<file path="src/rtl/loop_nest_gen_if.sv">
// loop_nest_gen_if: tuple stream between the loop nest generator and its consumer
//   o_valid  generator -> consumer  tuple is valid
//   i_ready  consumer -> generator  tuple accepted
//   o_idx    generator -> consumer  index per level
//   o_iter   generator -> consumer  0-based iteration per level
//   o_last   generator -> consumer  level is on its final iteration
interface loop_nest_gen_if #(parameter int NDEPTH = 3, parameter int IDXDW = 11, parameter int CNTDW = 8);
   logic                           o_valid;
   logic                           i_ready;
   logic [NDEPTH-1:0][IDXDW-1:0]   o_idx;
   logic [NDEPTH-1:0][CNTDW-1:0]   o_iter;
   logic [NDEPTH-1:0]              o_last;
   modport master (output o_valid, o_idx, o_iter, o_last, input i_ready);
   modport slave  (input o_valid, o_idx, o_iter, o_last, output i_ready);
endinterface

</file>
<file path="src/rtl/loop_nest_gen.sv">
// loop_nest_gen: N-deep nested loop index generator (level 0 innermost) on a valid/ready stream
//   i_clk, i_rst_n    clock, asynchronous active-low reset
//   i_start, i_abort  start a run (idle only) / terminate a run without completion
//   i_base, i_stride  per-level first index and increment, latched at start
//   i_count           per-level trip count, latched at start (0 behaves as 1)
//   o_busy, o_done    not idle / one-cycle pulse after the final tuple is accepted
//   st                tuple stream (master side)
module loop_nest_gen #(parameter int NDEPTH = 3, parameter int IDXDW = 11, parameter int CNTDW = 8) (
   input  logic                         i_clk,
   input  logic                         i_rst_n,
   input  logic                         i_start,
   input  logic                         i_abort,
   input  logic [NDEPTH-1:0][IDXDW-1:0] i_base,
   input  logic [NDEPTH-1:0][IDXDW-1:0] i_stride,
   input  logic [NDEPTH-1:0][CNTDW-1:0] i_count,
   output logic                         o_busy,
   output logic                         o_done,
   loop_nest_gen_if.master              st
);
   typedef enum logic [1:0] {IDLE, RUN, DONE} state_t;
   state_t state, nextState;
   logic [NDEPTH-1:0][IDXDW-1:0] baseQ, strideQ, idxQ;
   logic [NDEPTH-1:0][CNTDW-1:0] countQ, iterQ;
   logic [NDEPTH-1:0] lastV, step;
   logic hs, adv;

   assign hs  = st.o_valid & st.i_ready;
   // abort wins over a same-cycle handshake: the tuple is not consumed
   assign adv = hs & ~i_abort;

   for (genvar g = 0; g < NDEPTH; g++) begin : gLvl
      assign lastV[g] = iterQ[g] == countQ[g] - 1'b1;
      // odometer carry: a level steps only when every faster level wraps
      if (g == 0) begin : gStep0
         assign step[g] = 1'b1;
      end else begin : gStepN
         assign step[g] = step[g-1] & lastV[g-1];
      end
   end

   always_ff @(posedge i_clk or negedge i_rst_n)
      if (!i_rst_n) state <= IDLE;
      else          state <= nextState;

   always_comb begin
      nextState = state;
      case (state)
         IDLE:    nextState = i_start ? RUN : IDLE;
         RUN:     nextState = i_abort ? IDLE : (hs & (&lastV)) ? DONE : RUN;
         default: nextState = IDLE;
      endcase
   end

   always_ff @(posedge i_clk or negedge i_rst_n)
      if (!i_rst_n) begin
         baseQ   <= '0;
         strideQ <= '0;
         idxQ    <= '0;
         iterQ   <= '0;
         for (int l = 0; l < NDEPTH; l++) countQ[l] <= CNTDW'(1);
      end else if (state == IDLE && i_start) begin
         baseQ   <= i_base;
         strideQ <= i_stride;
         idxQ    <= i_base;
         iterQ   <= '0;
         for (int l = 0; l < NDEPTH; l++) countQ[l] <= (i_count[l] == '0) ? CNTDW'(1) : i_count[l];
      end else if (adv) begin
         for (int l = 0; l < NDEPTH; l++)
            if (step[l]) begin
               iterQ[l] <= lastV[l] ? '0 : iterQ[l] + 1'b1;
               idxQ[l]  <= lastV[l] ? baseQ[l] : idxQ[l] + strideQ[l];
            end
      end

   assign st.o_valid = state == RUN;
   assign st.o_idx   = idxQ;
   assign st.o_iter  = iterQ;
   assign st.o_last  = lastV;
   assign o_busy     = state != IDLE;
   assign o_done     = state == DONE;
endmodule
</file>
<file path="src/flat_wrapper.sv">
// flat-port wrapper written by rule: the top's interface ports become plain ports
module loop_nest_gen_flat 
#(parameter int NDEPTH = 3, parameter int IDXDW = 11, parameter int CNTDW = 8)
  (i_clk, i_rst_n, i_start, i_abort, i_base, i_stride, i_count, o_busy, o_done, st_o_valid, st_o_idx, st_o_iter, st_o_last, st_i_ready);
  loop_nest_gen_if #(.NDEPTH(NDEPTH), .IDXDW(IDXDW), .CNTDW(CNTDW)) st_i ();
  input  logic i_clk;
  input  logic i_rst_n;
  input  logic i_start;
  input  logic i_abort;
  input  logic [NDEPTH-1:0][IDXDW-1:0] i_base;
  input  logic [NDEPTH-1:0][IDXDW-1:0] i_stride;
  input  logic [NDEPTH-1:0][CNTDW-1:0] i_count;
  output logic o_busy;
  output logic o_done;
  output wire logic [$bits(st_i.o_valid)-1:0] st_o_valid;
  output wire logic [$bits(st_i.o_idx)-1:0] st_o_idx;
  output wire logic [$bits(st_i.o_iter)-1:0] st_o_iter;
  output wire logic [$bits(st_i.o_last)-1:0] st_o_last;
  input wire logic [$bits(st_i.i_ready)-1:0] st_i_ready;
  assign st_o_valid = st_i.o_valid;
  assign st_o_idx = st_i.o_idx;
  assign st_o_iter = st_i.o_iter;
  assign st_o_last = st_i.o_last;
  assign st_i.i_ready = st_i_ready;
  loop_nest_gen #(.NDEPTH(NDEPTH), .IDXDW(IDXDW), .CNTDW(CNTDW)) u_core (.i_clk(i_clk), .i_rst_n(i_rst_n), .i_start(i_start), .i_abort(i_abort), .i_base(i_base), .i_stride(i_stride), .i_count(i_count), .o_busy(o_busy), .o_done(o_done), .st(st_i));
endmodule
</file>
<file path="config.mk">
export PLATFORM = sky130hd
export DESIGN_NAME = loop_nest_gen_flat
export DESIGN_NICKNAME = d
export VERILOG_FILES = /design/src/rtl/loop_nest_gen_if.sv /design/src/rtl/loop_nest_gen.sv /design/src/flat_wrapper.sv
export SDC_FILE = /design/constraint.sdc
export NUM_CORES = 1
export LEC_CHECK = 0
export CELL_PAD_IN_SITES_DETAIL_PLACEMENT = 2
export CELL_PAD_IN_SITES_GLOBAL_PLACEMENT = 2
export CORE_MARGIN = 5
export CORE_UTILIZATION = 32
export DETAILED_ROUTE_END_ITERATION = 10
export PLACE_DENSITY = 0.85
export SETUP_SLACK_MARGIN = 0.4
export SLEW_MARGIN = 15
export SYNTH_ARGS = -nofsm -noshare
export SYNTH_HDL_FRONTEND = slang
export SYNTH_SLANG_ARGS = --single-unit
</file>
<file path="constraint.sdc">
create_clock -name i_clk -period 3.6 [get_ports i_clk]
set_clock_uncertainty 0.1 [all_clocks]
set_input_delay 0.36 -clock i_clk [delete_from_list [all_inputs] [get_ports i_clk]]
set_output_delay 0.36 -clock i_clk [all_outputs]
set_load 0.1 [all_outputs]
</file>
==> key figures <==
Placed design
  – Post-DP HPWL: 21.8 mm
  – Dpl cells: 1442
  – GP Congestion: 0.827
  – PortBufs: 157

Drt
  – Drt via density: 5.38
  – Drt initial violations: 403
  – Post-route DRC: 0
  – Routed length per instance: 21.9 um
  – Pre-Repair DR Iteration Count: 4
  – Routed Wire Length: 32.7 mm
  – Routed via count: 8041
  – ANT nets after route: 0

GRT
  – Gr ovfl total: 0
  – Initial antenna violation count: 0
  – Largest net degree at the start of global routing: 64
  – Vias in the first global route: 9298
  – First-pass GRT wire length: 51.1 mm
  – Total GRT Usage: 20.9%

Logic synthesis
  – Distinct cells, synth: 74
  – Yosys warns: 0
  – Avg Synthesized Cell Area: 8.69 um^2
  – Post-Syn Area: 8520 um^2
  – Synth area leaders: dfrtp_1 (43%), nand2_1 (12%), ha_1 (5.3%), xnor2_1 (3.6%), o21ai_0 (2.8%)
  – Ys async rst share: 100%
  – Post-synth EDFFs: 0
  – Syn nets: 1114
  – Post-synth top area share: 42.9%
  – Area leader, netlist: dfrtp_1
  – #FFs+latches synth: 149
  – Syn Inst Count: 980
  – Dominant synthesized flop cell: dfrtp_1
  – Seq/Total Area, Yosys: 43.8%

Clock network
  – H-tree depth: 4
  – Clock Sinks: 149
  – CTS tree: built
  – Clk Latency, worst-skew pair: 0.44 ns
  – CTS buffer count: 17
  – Root Buffer: clkbuf_16
  – Clk buf depth: 2
  – Reg clk slew, reported paths: 0.08 ns

Worst setup path
  – CP most frequent cell: or4_4
  – Critical Path AT: 3.44 ns
  – CP cell instances: or4_4 -> or4_4 -> a21oi_4 -> o2111ai_2 -> or3_4 -> or3_1 -> a21oi_1
  – CP Launch Type: flip-flop
  – Slowest stage delay, CP: 0.53 ns
  – FF-to-FF setup slack: 0.38 ns
  – CP Data Required Time: 3.82 ns
  – Slowest CP cell: or3_4
  – Crit path buf inv count: 0
  – CP endpoint kind: flip-flop
  – Reg2reg start: u_core.countQ[2]
  – Setup CP Type: flip-flop to flip-flop
  – Worst Reg-to-Reg Cells: 7
  – Reg2reg end: u_core.st.o_iter[15]
  – CP delay by family, top: simple AND/OR/NAND/NOR gates
  – Max FO, Critical Path: 10

Finish
  – N_diodes: 0
  – Register area: 3750 um^2
  – Commonest non-fill, non-tap cell in the layout: nand2_1
  – Fin cells: 1495
  – Layout Utilization: 44.0%
  – Layout cell share with drive strength beyond 1: 10.4%
  – Multi-input logic area: 4660 um^2
  – Commonest cells after routing, fill and taps aside: nand2_1 (271), clkdlybuf4s50_1 (153), dfrtp_1 (134)
  – Final #Nets: 1281
  – Final-layout fill cell count: 2859
  – Layout area overhead: 34.9%

Min path
  – Hold endpoint: u_core.strideQ[28]
  – Hold Path Class: input port to flip-flop
  – Min-delay src: i_stride[28]
  – Hold Path Cell Cnt: 3

Floorplanning
  – Row cnt: 59
  – Core area: 26100 um^2
  – Die area: 30000 um^2
  – Die X: 173 um
  – Height of the die: 173 um
  – Starting Density: 32.6%
  – I/O Pins: 158

Timing
  – Headroom to the max-slew limit: 31.3%
  – Max Clk Rate: 311 MHz
  – Final setup violating endpoints: 0
  – Worst slew pin tran: 1.03 ns
  – Fin crit period: 3.22 ns
  – Hold Vio Cnt, Final: 0
  – Fin Hold WS: 0.347 ns
  – Tcrit/Tclk final: 89.4%
  – Setup TNS: 0 ns
  – RSZ-0062 raised after global routing: yes
  – Max Slew Vio Count: 0

Job
  – Max-cap violations: 0

Power and ir drop
  – Total power: 7.43 mW
  – Lkg Pwr: 5.07 nW
  – PwrDens: 646 nW/um^2
  – Peak VDD IR: 0.000281 V

Run status
  – Outcome: completed
## report_power, final
part	internal, mW	total, mW	switching [mW]
Sequential	1.99	2.31	0.319
Combinational	1.14	3.27	2.13
Clock	1.05	1.85	0.797
## through the flow
step / cell area, um^2 / worst slack (ns)
6_report: 11500 / 0.381
5_1_grt: 11500 / 0.330
4_1_cts: 11400 / 0.384
3_5_place_dp: 10500 / 0.327
3_3_place_gp: 10500 / 0.421
2_1_floorplan: 8540 / 0.407
## layer usage
metal / part of all wire [%] / up-vias / track usage [%]
met1: 42 / 4108 / 25.9
met4: 1.8 / 0 / 4.76
met5: 0 / - / 0
met2: 53 / 167 / 37.8
li1: - / 3721 / -
met3: 3.5 / 45 / 3.91
## synthesized netlist by cell type (all sizes together), types with 4 or more instances
cell     number
clkbuf       35
nand4         7
nand3b        4
a21boi        5
mux2i        20
or3           9
o31ai         4
or2           5
or3b          4
o21ai        48
a211oi        6
nand2       274
a21o          4
inv          25
nand3        39
nor2b        18
a21oi        38
nor2         43
o211ai       24
dfrtp       146
nor4          6
or4           6
nand2b        9
ha           36
nor3         22
and3         12
buf          10
a31oi         6
o2111ai       5
xor2         17
xnor2        35
## logic make-up (layout without fill, tap and decap cells)
| group | count (synthesis) | count (layout) | synth area share [%] |
|---|---|---|---|
| simple gates | 474 | 474 | 25.4 |
| xor+xnor | 52 | 52 | 5.35 |
| flops | 149 | 149 | 43.8 |
| compound gates | 172 | 172 | 13.4 |
| fa+ha+maj | 40 | 40 | 6.11 |
| mux | 23 | 23 | 2.75 |
| buf+inv | 70 | 250 | 3.26 |
## repair_timing
action                                  CTS  global route
pin swaps                                 5             8
hold buffers                              1             0
endpoints found under the setup margin   28            28
cloned                                    2             0
resized for setup                        23            13
buffers inserted                         13             5
endpoints found under the hold margin    59             0
## worst max path at each step
stage / to / cells past startpoint / startpoint / slack (ns)
floorplan: u_core.state[0] / 10 / u_core.st.o_iter[20] / 0.41
global placement: u_core.st.o_iter[21] / 8 / u_core.countQ[1] / 0.42
detailed placement: u_core.st.o_iter[18] / 8 / u_core.countQ[2] / 0.33
CTS: st_o_last[0] / 8 / u_core.countQ[1] / 0.38
global route: u_core.st.o_iter[15] / 7 / u_core.countQ[2] / 0.33
finish: u_core.st.o_iter[15] / 7 / u_core.countQ[2] / 0.38
## state kept, by name, indices dropped and copies added, names as in the netlist
name,cells
u_core.baseQ,33
u_core.countQ,24
u_core.st.o_iter,24
u_core.strideQ,33
u_core.st.o_idx,33
u_core.state,2
## worst min-delay path: stages
cell             delay [ns]
clkdlybuf4s50_1        0.40
nand2_1                0.06
nand2_1                0.04
## area by class of cell
| class | instances | share of cell area (%) |
|---|---|---|
| tap | 335 | 3.65 |
| multi-input combinational | 761 | 40.6 |
| clock buffer | 20 | 3.89 |
| inverter | 25 | 0.839 |
| sequential | 149 | 32.6 |
| timing repair buffer | 193 | 17.2 |
| clock inverter | 12 | 1.25 |
(Power assumes the default switching activity.)
